### src/rtl/stream_arb2.sv
// Two-source round-robin stream arbiter with a registered output beat.
// Optional per-source saturating grant counters via STREAM_ARB2_GRANT_CNT_EN.
module stream_arb2 #(
    parameter int DWIDTH = 6
) (
    input  logic              clock,
    input  logic              reset_n,
    input  logic              in0_valid,
    input  logic [DWIDTH-1:0] in0_data,
    output logic              in0_ready,
    input  logic              in1_valid,
    input  logic [DWIDTH-1:0] in1_data,
    output logic              in1_ready,
    output logic              out_valid,
    output logic [DWIDTH-1:0] out_data,
    output logic              out_sel,
    input  logic              out_ready
`ifdef STREAM_ARB2_GRANT_CNT_EN
    ,
    output logic [7:0]        grant_cnt0,
    output logic [7:0]        grant_cnt1
`endif
);

    // Select encoding shared by out_sel and last_grant: 1 = source 0, 0 = source 1.
    localparam logic SEL_SRC0 = 1'b1;
    localparam logic SEL_SRC1 = 1'b0;

    logic              out_valid_r;
    logic [DWIDTH-1:0] out_data_r;
    logic              out_sel_r;
    logic              last_grant_r;
    logic              load_en_s;
    logic              grant0_s;
    logic              grant1_s;
    logic              xfer0_s;
    logic              xfer1_s;

    function automatic logic [7:0] sat_inc(input logic [7:0] value);
        if (value == 8'hFF) begin
            return value;
        end else begin
            return value + 8'd1;
        end
    endfunction

    assign load_en_s = ~out_valid_r | out_ready;

    // Grant decision: a lone requester wins, contention goes to the source not granted last.
    always_comb begin
        grant0_s = 1'b0;
        grant1_s = 1'b0;
        if (in0_valid && in1_valid) begin
            grant0_s = (last_grant_r == SEL_SRC1);
            grant1_s = (last_grant_r == SEL_SRC0);
        end else if (in0_valid) begin
            grant0_s = 1'b1;
        end else if (in1_valid) begin
            grant1_s = 1'b1;
        end else begin
            grant0_s = 1'b0;
            grant1_s = 1'b0;
        end
    end

    // Ready is gated by reset_n so neither source sees acceptance while reset is held.
    assign xfer0_s   = reset_n & load_en_s & grant0_s;
    assign xfer1_s   = reset_n & load_en_s & grant1_s;
    assign in0_ready = xfer0_s;
    assign in1_ready = xfer1_s;

    // Output beat register and round-robin history.
    always_ff @(posedge clock or negedge reset_n) begin
        if (!reset_n) begin
            out_valid_r  <= 1'b0;
            out_data_r   <= {DWIDTH{1'b0}};
            out_sel_r    <= SEL_SRC1;
            last_grant_r <= SEL_SRC1;
        end else if (load_en_s) begin
            if (xfer0_s) begin
                out_valid_r  <= 1'b1;
                out_data_r   <= in0_data;
                out_sel_r    <= SEL_SRC0;
                last_grant_r <= SEL_SRC0;
            end else if (xfer1_s) begin
                out_valid_r  <= 1'b1;
                out_data_r   <= in1_data;
                out_sel_r    <= SEL_SRC1;
                last_grant_r <= SEL_SRC1;
            end else begin
                out_valid_r  <= 1'b0;
            end
        end else begin
            out_valid_r  <= out_valid_r;
        end
    end

    assign out_valid = out_valid_r;
    assign out_data  = out_data_r;
    assign out_sel   = out_sel_r;

`ifdef STREAM_ARB2_GRANT_CNT_EN
    logic [7:0] grant_cnt0_r;
    logic [7:0] grant_cnt1_r;

    // Per-source transfer counters, saturating at 255.
    always_ff @(posedge clock or negedge reset_n) begin
        if (!reset_n) begin
            grant_cnt0_r <= 8'd0;
            grant_cnt1_r <= 8'd0;
        end else if (xfer0_s) begin
            grant_cnt0_r <= sat_inc(grant_cnt0_r);
        end else if (xfer1_s) begin
            grant_cnt1_r <= sat_inc(grant_cnt1_r);
        end else begin
            grant_cnt0_r <= grant_cnt0_r;
        end
    end

    assign grant_cnt0 = grant_cnt0_r;
    assign grant_cnt1 = grant_cnt1_r;
`endif

endmodule

### config.mk
export PLATFORM = sky130hd
export DESIGN_NAME = stream_arb2
export DESIGN_NICKNAME = d
export VERILOG_FILES = /design/src/rtl/stream_arb2.sv
export SDC_FILE = /design/constraint.sdc
export NUM_CORES = 1
export LEC_CHECK = 0
export ABC_AREA = 1
export CORE_UTILIZATION = 25
export DETAILED_ROUTE_END_ITERATION = 16
export SKIP_CTS_REPAIR_TIMING = 1
export SLEW_MARGIN = 0
export SYNTH_ARGS = -nofsm -noshare
export SYNTH_HDL_FRONTEND = slang
export SYNTH_SLANG_ARGS = --single-unit
### constraint.sdc
create_clock -name clock -period 2.3 [get_ports clock]
set_input_delay 0.46 -clock clock [delete_from_list [all_inputs] [get_ports clock]]
set_output_delay 0.46 -clock clock [all_outputs]
set_load 0.05 [all_outputs]
== Word-level counts from Yosys, hierarchy flattened ==
Cells that the tools add are included.

* Muxes and demuxes: 11
* Reductions and logical operators: 3
* Bitwise logic cells: 6

{| class="wikitable"
|+ Operators by type and width
! operator !! count
|-
| 2-to-1 mux 6 bit || 2
|-
| 2-to-1 mux 1 bit || 9
|-
| AND 1 bit || 3
|-
| inverter 1 bit || 2
|-
| AND reduction 2 bit || 1
|-
| nonzero test 2 bit || 1
|-
| logical AND 1 bit || 1
|-
| OR 1 bit || 1
|}

* Register bits after elaboration: 8
* Bits of input ports: 17
* Output and inout port bits: 10
* Word-level logic and storage cells: 23

== Depth between registers and ports, before layout ==
* Depth after elaboration: 6
* Gate-level depth with buffers: 8

== Worst setup path before layout ==
No wires, ideal clock.

* Kind: register to output
* Start: reg out_sel (netlist name)
* End: out in1_ready
* Setup slack: 0.604 ns
* Stages on the path, launching flop included: 5
* Arrival: 1.236 ns
* Buffers on the path: 0
* Path through: dfrtp_1 inv_1 a21boi_2 nand2_4 inv_2

{| class="wikitable"
|+ RTL lines
! item !! RTL line !! text
|-
| to (decl) || 13 || <nowiki>output logic in1_ready,</nowiki>
|}

== Final worst setup path ==
* Start: in out_ready
* End: out in1_ready

* Word-level cells in the longest chain between the ends: 3

{| class="wikitable"
|+ RTL lines
! item !! RTL line !! text
|-
| from (decl) || 17 || <nowiki>input logic out_ready</nowiki>
|-
| OR 1 bit || 47 || <nowiki>assign load_en_s = ~out_valid_r | out_ready;</nowiki>
|-
| AND 1 bit (2 in series) || 68 || <nowiki>assign xfer1_s = reset_n & load_en_s & grant1_s;</nowiki>
|}

Every way passes these cells.

==> flow_summary.toml <==
[outcome]
status = "complete, no violations"

[place]
port_buffers = 26
hpwlAfterDp_um = 935
routabilityCongestion = 0.720

[min_path]
worstHoldStart = "out_data[0]"
holdPathStages = 2
hold_class = "register to register"
min_to = "out_data[0]"

[power_and_ir_drop]
vdd_drop_max_v = 0.000460
power.leakage_uw = 0.000412
p_per_area_nw_per_um2 = 858

[setup_path]
critPathArrivalTime_ns = 1.56
crit_path_start_kind = "input pin"
reg2reg_depth = 6
cpLargestDelayFamily = "buffers and inverters"
critPathKind = "input pin to output port"
regToRegStartpoint = "out_sel"
r2r-end = "out_data[2]"
max_stage_delay_ns = 0.47
crit_chain = "clkdlybuf4s50_1, inv_2, nand2_4, nand2_4, inv_2, nand2_4, inv_2, buf_12"
r2r_slack_ns = 1.12
critPathRequiredTime_ns = 1.84
endpoint_kind = "output port"
critPathMaxFanout = 9
critical_path_buf_inv_count = 5
crit_slowest_cell = "clkdlybuf4s50_1"

[drt]
dr.pass1.iters = 4
drc = 0
drt-initial-drc-count = 4
wl_per_cell_um = 9.97
routed_wirelength_mm = 1.14
vias = 496
ant_nets = 0
drt-vias-per-instance = 4.35

[cts]
clock_path_buffers = 2
clk_latency_ns = 0.25
cts.root.buffer_cell = "clkbuf_4"
path_clk_slew_ns = 0.05
clock_sinks = 8
cts_max_level = 1
tritoncts = "yes"
cts_buffers = 3

[timing]
holdWs_ns = 0.506
max_slew_margin_pct = 65.9
fin_setup_tns_ns = 0
rsz0062_at_grt = "no"
setup_viol = 0
period_share_pct = 87.9
tightest_slew_ns = 0.510
min_period_ns = 2.02
finalHoldViolations = 0
drv_slew = 0
max_freq_ghz = 0.495
skew_ns = 0.00410

[final_layout]
n_antenna_cell = 0
finish.utilization_pct = 46.8
drive_gt1_share_pct = 19.1
layout.nets = 108
area_delta_synth_final_pct = 66.9
fillers = 200

[yosys]
ys_seq_area_share_pct = 39.2
avgSynthCellArea_um2 = 8.65
synth_area_um2 = 510
netlist-cell-type-count = 11
yosysWarnings = 0
netlist_instances = 59
syn_nets = 76
synth-seq-cells = 8

[floorplan]
dieArea_um2 = 2230
rows = 15
pin_count = 27
initial_core_util_pct = 28.0
die_w_um = 47.2
fp.coreArea_um2 = 1820
die_y_um = 47.2

[global_route]
grt_max_degree = 10
gr-total-overflow = 0
track_usage_pct = 12.7
first_global_vias = 477
grt_antenna_before_repair = 0
grt_first_pass_wirelength_mm = 1.95

[job]
drv_cap = 0
-- layout make-up --
class | instances | area (um^2) | share of cell area [%]
clock buffer | 3 | 22.5 | 2.64
inverter | 10 | 37.5 | 4.41
multi-input combinational | 41 | 273 | 32.0
sequential | 8 | 200 | 23.5
tap | 25 | 31.3 | 3.67
timing repair buffer | 27 | 288 | 33.8
-- worst max-delay path by stage --
stage | start | depth (start not counted) | endpoint | slack (ns)
2_1_floorplan | out_sel | 4 | in1_ready | 0.60
3_3_place_gp | out_ready | 8 | in1_ready | 0.28
3_5_place_dp | out_ready | 8 | in1_ready | 0.27
4_1_cts | out_ready | 8 | in1_ready | 0.27
5_1_grt | out_ready | 8 | in1_ready | 0.19
6_report | out_ready | 8 | in1_ready | 0.28
-- registers in the layout, indices dropped and copies added, names as in the netlist --
signal	count
out_data	6
out_sel	1
out_valid	1
-- cell families after synthesis --
logic type,count (synthesis),synth area share (%)
AO/OA/AOI/OAI,8,12.0
buffers and inverters,10,7.35
flip-flops,8,39.2
AND/OR/NAND/NOR,33,41.4
-- worst register-to-register path: stages (launching register included) --
cell	delay, ns
dfrtp_1	0.38
nand2_1	0.17
nand2_4	0.12
nor2_8	0.18
nand2_1	0.07
nand3_1	0.09
nand2_1	0.06
-- Yosys cell counts --
cell      instances  share of area, %
nor2_8            1               3.9
nand3_1          13                13
nand4_4           1               4.2
inv_2             3               2.2
a21boi_2          1               2.2
nand2_1          13               9.6
dfrtp_1           8                39
o21bai_1          6               8.8
o21ai_1           1              0.98
nand2_4           5                11
inv_1             7               5.1
-- power breakdown --
group,internal [uW],leakage [uW],switching [uW]
clock network,59.4,0.0000138,43.2
registers,184,0.0000970,24.7
logic,152,0.000301,268
total,395,0.000412,336
-- layer usage --
| metal | wire, um | up-vias | track usage [%] | share of wire, % |
|---|---|---|---|---|
| met5 | 0 | - | 0 | 0 |
| met4 | 0 | 0 | 1.71 | 0 |
| met3 | 80 | 0 | 6.15 | 7.0 |
| met2 | 560 | 17 | 21.1 | 49 |
| met1 | 495 | 226 | 15.4 | 44 |
| li1 | - | 253 | - | - |
-- cell usage in the layout (no fill, tap or decap) --
cell / instances
nor2_8: 1
nand2_4: 5
nand2_1: 13
buf_12: 2
buf_4: 1
inv_1: 7
nand4_4: 1
clkbuf_4: 3
clkdlybuf4s50_1: 24
o21bai_1: 6
inv_2: 3
a21boi_2: 1
o21ai_1: 1
nand3_1: 13
dfrtp_1: 8
-- stage by stage --
step	setup WS, ns	total power, uW	instances	area [um^2]
5_1_grt	0.195	779	114	852
3_3_place_gp	0.277	633	111	830
2_1_floorplan	0.604	477	59	510
6_report	0.279	731	114	852
3_5_place_dp	0.269	634	111	830
4_1_cts	0.268	742	114	852
Note: power is estimated with default switching activity, not from simulation.
